$ cat src/rtl/filtro_biquad_seq.sv
// Sequential direct-form-II biquad that shares one signed W x W multiplier over an 8-state schedule.
// Define FILTRO_BIQUAD_SAT_EN to saturate w and y; without it they wrap to W bits.
module filtro_biquad_seq #(
    parameter int W    = 25,
    parameter int FRAC = 10
) (
    input  logic                CLK,
    input  logic                Reset,
    input  logic                Enable,
    input  logic                in_valid,
    output logic                in_ready,
    input  logic signed [W-1:0] u,
    output logic signed [W-1:0] y,
    output logic                out_valid,
    input  logic                coef_we,
    input  logic [2:0]          coef_addr,
    input  logic signed [W-1:0] coef_data
);
    localparam int AW = 2*W + 3;

    typedef enum logic [2:0] {
        S_IDLE, S_A1, S_A2, S_WCALC, S_B0, S_B1, S_B2, S_DONE
    } state_t;

    state_t               state_q;
    logic signed [AW-1:0] acc_q;
    logic signed [W-1:0]  u_q, w_q, w1_q, w2_q, y_q;
    logic                 out_valid_q;
    // Coefficient slots: 0=b0, 1=b1, 2=b2, 3=a1, 4=a2
    logic signed [W-1:0]  coef_q [5];

    logic signed [W-1:0]   mul_a, mul_b;
    logic signed [2*W-1:0] prod;
    logic signed [AW-1:0]  prod_ext, acc_sh;
    logic signed [AW:0]    w_sum, y_sum;

    assign in_ready  = Reset & Enable & (state_q == S_IDLE);
    assign y         = y_q;
    assign out_valid = out_valid_q;

    always_comb begin
        mul_a = '0;
        mul_b = '0;
        case (state_q)
            S_A1:    begin mul_a = coef_q[3]; mul_b = w1_q; end
            S_A2:    begin mul_a = coef_q[4]; mul_b = w2_q; end
            S_B0:    begin mul_a = coef_q[0]; mul_b = w_q;  end
            S_B1:    begin mul_a = coef_q[1]; mul_b = w1_q; end
            S_B2:    begin mul_a = coef_q[2]; mul_b = w2_q; end
            default: begin mul_a = '0;        mul_b = '0;   end
        endcase
    end

    assign prod     = mul_a * mul_b;
    assign prod_ext = {{3{prod[2*W-1]}}, prod};
    assign acc_sh   = acc_q >>> FRAC;
    assign w_sum    = {{(AW+1-W){u_q[W-1]}}, u_q} + {acc_sh[AW-1], acc_sh};
    assign y_sum    = {acc_sh[AW-1], acc_sh};

`ifdef FILTRO_BIQUAD_SAT_EN
    localparam logic signed [AW:0] FMAX = $signed({{(AW-W+2){1'b0}}, {(W-1){1'b1}}});
    localparam logic signed [AW:0] FMIN = $signed({{(AW-W+2){1'b1}}, {(W-1){1'b0}}});

    function automatic logic signed [W-1:0] fit(input logic signed [AW:0] v);
        if (v > FMAX)
            return FMAX[W-1:0];
        else if (v < FMIN)
            return FMIN[W-1:0];
        else
            return v[W-1:0];
    endfunction
`else
    function automatic logic signed [W-1:0] fit(input logic signed [AW:0] v);
        return v[W-1:0];
    endfunction
`endif

    always_ff @(posedge CLK or negedge Reset) begin
        if (!Reset) begin
            for (int i = 0; i < 5; i++) coef_q[i] <= '0;
        end else if (coef_we && coef_addr < 3'd5) begin
            coef_q[coef_addr] <= coef_data;
        end
    end

    always_ff @(posedge CLK or negedge Reset) begin
        if (!Reset) begin
            state_q     <= S_IDLE;
            acc_q       <= '0;
            u_q         <= '0;
            w_q         <= '0;
            w1_q        <= '0;
            w2_q        <= '0;
            y_q         <= '0;
            out_valid_q <= 1'b0;
        end else begin
            out_valid_q <= 1'b0;
            if (Enable) begin
                case (state_q)
                    S_IDLE: begin
                        if (in_valid && in_ready) begin
                            u_q     <= u;
                            state_q <= S_A1;
                        end
                    end
                    S_A1: begin
                        acc_q   <= prod_ext;
                        state_q <= S_A2;
                    end
                    S_A2: begin
                        acc_q   <= acc_q + prod_ext;
                        state_q <= S_WCALC;
                    end
                    S_WCALC: begin
                        w_q     <= fit(w_sum);
                        state_q <= S_B0;
                    end
                    S_B0: begin
                        acc_q   <= prod_ext;
                        state_q <= S_B1;
                    end
                    S_B1: begin
                        acc_q   <= acc_q + prod_ext;
                        state_q <= S_B2;
                    end
                    S_B2: begin
                        acc_q   <= acc_q + prod_ext;
                        state_q <= S_DONE;
                    end
                    S_DONE: begin
                        y_q         <= fit(y_sum);
                        w2_q        <= w1_q;
                        w1_q        <= w_q;
                        out_valid_q <= 1'b1;
                        state_q     <= S_IDLE;
                    end
                    default: state_q <= S_IDLE;
                endcase
            end
        end
    end
endmodule

$ cat config.mk
export PLATFORM = sky130hd
export DESIGN_NAME = filtro_biquad_seq
export DESIGN_NICKNAME = d
export VERILOG_FILES = /design/src/rtl/filtro_biquad_seq.sv
export SDC_FILE = /design/constraint.sdc
export NUM_CORES = 2
export LEC_CHECK = 0
export ABC_AREA = 0
export CAP_MARGIN = 20
export CORE_MARGIN = 4
export CORE_UTILIZATION = 45
export CTS_CLUSTER_DIAMETER = 100
export DETAILED_ROUTE_END_ITERATION = 7
export SETUP_SLACK_MARGIN = 0.3
export SYNTH_ARGS = -nofsm -noshare
export SYNTH_HDL_FRONTEND = slang
export SYNTH_SLANG_ARGS = --single-unit
$ cat constraint.sdc
create_clock -name CLK -period 18.1 [get_ports CLK]
set_input_delay 2.715 -clock CLK [delete_from_list [all_inputs] [get_ports CLK]]
set_output_delay 2.715 -clock CLK [all_outputs]
set_load 0.005 [all_outputs]
# Word level (Yosys, flattened, before mapping)

Index checks and enable logic that the tools add are counted.

Eq/ne operators: 8
Bitwise gates (word level): 3
Magnitude comparators: 3
Multiplexer cells: 10
Multipliers: 1
$add $sub $neg: 2
Reductions and logical operators: 14

Operator list:

| operator                                                   | number |
|---|---|
| bitwise mux 125 bit                                        | 1 |
| one-hot mux 25 bit (5 select lines)                        | 1 |
| one-hot mux 53 bit (2 select lines)                        | 1 |
| demux 25 bit (select 3 bit)                                | 1 |
| one-hot mux 25 bit (3 select lines)                        | 1 |
| adder 53 x 50 -> 53 bit                                    | 1 |
| multiplier 25 x 25 -> 50 bit                               | 1 |
| adder 25 bit                                               | 1 |
| two-way mux 25 bit                                         | 1 |
| one-hot mux 3 bit (8 select lines)                         | 1 |
| equality test 3 bit, second input constant                 | 4 |
| AND reduction 2 bit                                        | 4 |
| equality test 3 x 2 -> 1 bit, second input constant        | 2 |
| OR reduction 2 bit                                         | 3 |
| >= comparator 4 bit, second input constant                 | 1 |
| less-than comparator 4 x 1 -> 1 bit, second input constant | 1 |
| inverter 3 -> 4 bit                                        | 1 |
| equality test 3 x 1 -> 1 bit, second input constant        | 1 |
| logical AND 1 bit                                          | 3 |
| zero test 3 bit                                            | 1 |
| less-than comparator 3 bit, second input constant          | 1 |
| two-way mux 3 bit                                          | 1 |
| AND reduction 3 bit                                        | 1 |
| OR reduction 3 bit                                         | 1 |
| 4 further kinds                                            | 6 |

Output and inout port bits: 27
Input bits: 58
Flip-flop bits (word level): 307
Word-level logic and storage cells: 54

# Longest topological paths before layout

Depth after elaboration: 6
Gate-level depth with buffers: 45
Gate-level depth less buffers: 39

# Worst setup path before layout

Ideal clock, no wire load.

Path kind: reg2reg
From: register state_q[1]
To: register acc_q[33]
Arrival time: 9.870 ns
Clock period less this slack: 9.990 ns
Setup time: 0.119 ns
Cell stages (with the launch flop): 43
Buffers on the path: 6
Path slack: 8.110 ns
Required time: 17.981 ns
Cells stage by stage: dfrtp_1 -> inv_1 -> ha_1 -> buf_2 -> buf_2 -> buf_2 -> buf_1 -> a22o_1 -> nand2_1 -> a41oi_1 -> clkbuf_1 -> nand2_1 -> fa_1 -> fa_1 -> inv_1 -> fa_1 -> ha_1 -> fa_1 -> [... 7 more ...] -> a21oi_1 -> a31oi_1 -> a211oi_1 -> nand2_1 -> a21o_1 -> a21oi_1 -> xnor2_1 -> ha_1 -> a21o_1 -> a21o_1 -> a21oi_1 -> o21bai_1 -> a2111oi_0 -> a21oi_1 -> o211a_1 -> or3_1 -> a32oi_1 -> a21bo_2

Cells in the longest elaborated chain, start to end: 6
Elaborated cells on any way between the ends: 16
Classes of those cells: add/sub (1); mul (1); eq/ne (5); mux (3); reduce/logical (6)

Ends and longest elaborated chain:

| item                                              | line          | RTL |
|---|---|---|
| start: declaration                                | 25            | `state_t state_q;` |
| start signal: assignment                          | 88            | `state_q <= S_IDLE;` |
| start signal: assignment                          | 103           | `state_q <= S_A1;` |
| start signal: assignment                          | 108           | `state_q <= S_A2;` |
| equality test 3 bit, or another cell as far along | 44, 99        |  |
| OR reduction 2 bit (no source line)               | n/a           |  |
| one-hot mux 25 bit (3 select lines)               | 44            | `case (state_q)` |
| multiplier 25 x 25 -> 50 bit                      | 54            | `assign prod = mul_a * mul_b;` |
| adder 53 x 50 -> 53 bit                           | 111, 123, 127 |  |
| one-hot mux 53 bit (2 select lines)               | 99            | `case (state_q)` |
| end signal: assignment                            | 111           | `acc_q <= acc_q + prod_ext;` |
| end signal: assignment                            | 123           | `acc_q <= acc_q + prod_ext;` |
| end signal: assignment                            | 127           | `acc_q <= acc_q + prod_ext;` |
| end: declaration                                  | 26            | `logic signed [AW-1:0] acc_q;` |

Parallel ways exist; a longest one is shown, timed or not.
A chain may end at the register's enable or synchronous reset.

# Worst setup path after layout

From: register state_q[0]
To: register acc_q[33]

The elaborated chain is that of the path after synthesis.

==> metrics.md <==
| Metric | Value |
|---|---|
| Status | `complete, no violations` |
| CTS sink count | `a little under 300` |
| Placed Cells | `between 4,000 and 5,000` |
| R2R Setup Slk | `between 6 and 7 ns` |
| Startpoint types | `flop` |
| Setup CP Type | `flop to flop` |
| Worst Path Required | `approximately 19 ns` |
| # H-tree levels | `2` |
| Hold_buf cts | `0` |
| FFs w/ async S/R, synth | `100%` |
| Slowest CP cell | `a2111oi_0` |
| Synth warn | `0` |
| Max Buffers Root-to-Sink | `3` |
| Yosys reg bits | `roughly 290` |
| Final WL | `94,200 um` |
| DP Worst Slack | `about 6.6 ns` |
| Congestion Overflow GR | `0` |
| Detailed Routing Iterations Pass 1 | `5` |
| Leading cell type in the layout, fill and taps excluded | `inv_1` |
| Share of layout cells above drive strength 1 | `11.1%` |
| Final Hold Fails | `0` |
| FMAX | `roughly 88 MHz` |
| Most common cell on crit path | `fa_1` |
| Core Area | `~70,000 um2` |
| First-pass GRT wire length | `149,000 um` |
| Final Max Slew Viols | `0` |
| Unrepaired setup endpoints after global routing | `no` |
| Setup Fix Bufs, Post-CTS | `0` |
| Remaining antenna violation count | `0` |
| Die footprint | `about 75,000 um2` |
| Clock skew | `approximately 0.018 ns` |
| # port buffers | `84` |
| Mapped Cells | `3,384` |
| Crit path time final | `about 11 ns` |
| Multi-input gate area | `~22,000 um2` |
| CTS tree | `yes` |
| Num CTS Buffers | `35` |
| Layout Cells excl Fill | `about 4,400` |
| Fin Setup TNS | `0 ns` |
| Syn Area/Cell | `about 9.4 um2` |
| Largest net degree at the start of global routing | `slightly above 100` |
| Hold Crit Class | `flop to flop` |
| Post-DR vias/cell | `about 5.4` |
| Rel. slew slack | `24.5%` |
| DRC | `0` |
| Least-Margin Pin Slew | `about 1.1 ns` |
| CP delay by family, top | `adder cells` |
| Top_reg_cell synth | `dfrtp_1` |
| Sequential area share after synthesis | `22.7%` |
| PostCTS Resize Cnt | `0` |
| Initial drt markers | `between 1,500 and 2,000` |
| Via count | `between 20,000 and 25,000` |
| Final setup margin | `slightly below 7 ns` |
| # rows | `97` |
| Die Span Y | `~270 um` |
| Register Area | `just over 7000 um2` |
| Initial Util | `45.4%` |
| Most frequent cells in the layout | `inv_1 (609), nand2_1 (482), fa_1 (453), dfrtp_1 (289), nor2_1 (286)` |
| Buf/Inv on CP | `6` |
| # nets final | `about 4,100` |
| Fillcell total | `6,752` |
| Maximum vdd drop | `roughly 0.12 mV` |
| Final setup viols | `0` |
| Power density cells | `roughly 190 nW/um2` |
| Period utilization | `a little over three fifths` |
| Boundary Pins | `85` |
| Post-Syn Area | `~32,000 um2` |
| Initial antenna violation count | `1` |
| Crit path arrival time | `about 12 ns` |
| Skew-Pair Late Insertion Delay | `around 0.56 ns` |
| Root buffer cell | `clkbuf_16` |
| Synth unique cells | `72` |
| Critical Path End Type | `flop` |
| Pleak | `16.6 nW` |
| EDFF count, synth | `0` |
| CP Max Fanout | `37` |
| Max-cap viol count | `0` |
| Dpl hpwl | `71,300 um` |
| Tot GR Track Use | `25.8%` |
| Syn_nets | `4,083` |
| Global placer's final weighted congestion | `approximately 0.96` |
| Vias in the first global route | `about 25,000` |
| Reg clk slew, reported paths | `0.06 ns` |
| Drt wl/cell | `between 20 and 25 um` |
| Area Overhead vs Synth | `9.97%` |
| Crit path largest cell delay | `~0.98 ns` |
| Chip Width | `274 um` |
## sequential cells by signal, indices dropped and copies added, names as in the netlist
name       cells
acc_q         35
coef_q       125
out_valid      1
state_q        3
u_q           25
w1_q          25
w2_q          25
w_q           25
y             25
## stage by stage
| step | util [%] | total power [mW] | hold WS [ns] | area [um2] |
|---|---|---|---|---|
| floorplan | - | 4.24 | 0.456 | 31900 |
| global placement | 48.4 | 5.87 | 0.474 | 33900 |
| detailed placement | 48.4 | 5.87 | 0.485 | 34000 |
| CTS | 49.9 | 6.62 | 0.499 | 35000 |
| global route | 50.0 | 7.20 | 0.511 | 35100 |
| finish | 50.0 | 6.65 | 0.488 | 35100 |
## report_power, final
part / total [mW] / internal [mW] / switching [mW]
sequential: 1.04 / 0.866 / 0.177
combinational: 4.94 / 1.81 / 3.12
clock: 0.672 / 0.385 / 0.288
## path summary, 6_finish.rpt
| check | startpoint | to | depth (start not counted) |
|---|---|---|---|
| setup / recovery | state_q[0] | acc_q[33] | 36 |
| hold / removal | acc_q[9] | acc_q[9] | 2 |
| setup reg to reg | state_q[0] | acc_q[33] | 36 |
| hold reg to reg | acc_q[9] | acc_q[9] | 2 |
| max in group asynchronous | Reset | acc_q[2] | 2 |
| min in group asynchronous | Reset | y[19] | 1 |
## routing by layer
layer / global-route usage, % / up-vias / wire length [um]
li1: - / 10800 / -
met1: 36.0 / 12100 / 40500
met2: 41.4 / 827 / 43200
met3: 4.69 / 188 / 7230
met4: 7.86 / 0 / 3300
met5: 0 / - / 0
## tightest hold or removal path, stage by stage (launching register included)
cell	delay [ns]
dfrtp_1	0.35
nand2_1	0.05
o21ai_0	0.06
## area by class of cell
| class | count | area share [%] |
|---|---|---|
| antenna | 1 | 0.00714 |
| clock buffer | 48 | 2.72 |
| clock inverter | 9 | 0.314 |
| inverter | 610 | 6.53 |
| multi-input combinational | 2337 | 62.4 |
| sequential | 289 | 20.6 |
| tap | 940 | 3.35 |
| timing repair buffer | 158 | 4.08 |
## kinds of logic (layout without fill, tap and decap cells)
| group | count (synthesis) | after routing | synth area share [%] |
|---|---|---|---|
| muxes | 231 | 231 | 8.19 |
| other | 0 | 1 | 0 |
| AOI/OAI and AO/OA | 456 | 456 | 9.78 |
| buffers and inverters | 758 | 825 | 9.01 |
| and+or+nand+nor | 900 | 900 | 11.5 |
| xor gates and xnor gates | 109 | 109 | 3.04 |
| DFF | 289 | 289 | 22.7 |
| adders and majority gates | 641 | 641 | 35.8 |
## Yosys cell counts, types with 11 or more instances
cell type  number  share of area (%)
nor2b_1        14               0.27
o21bai_1       11               0.26
clkbuf_1      121                1.4
a41o_1         18               0.57
fa_1          453                 28
o21ai_1        14               0.22
a31oi_1        17               0.33
ha_1          188                7.4
a41oi_1        21               0.58
buf_1          14               0.16
o21a_1         30               0.71
dfrtp_1       289                 23
nand2_1       482                5.7
nand3_1        16               0.25
a22o_1         49                1.3
mux2_2        228                8.1
xnor2_1        80                2.2
a21oi_1       116                1.8
nor2_1        288                3.4
inv_1         609                7.2
xor2_1         28               0.77
o21ai_0        69                1.1
and2_1         14               0.27
nor3_1         41               0.64
buf_2          11               0.17
a21o_1         45                1.1
Note: power is estimated with default switching activity, not from simulation.
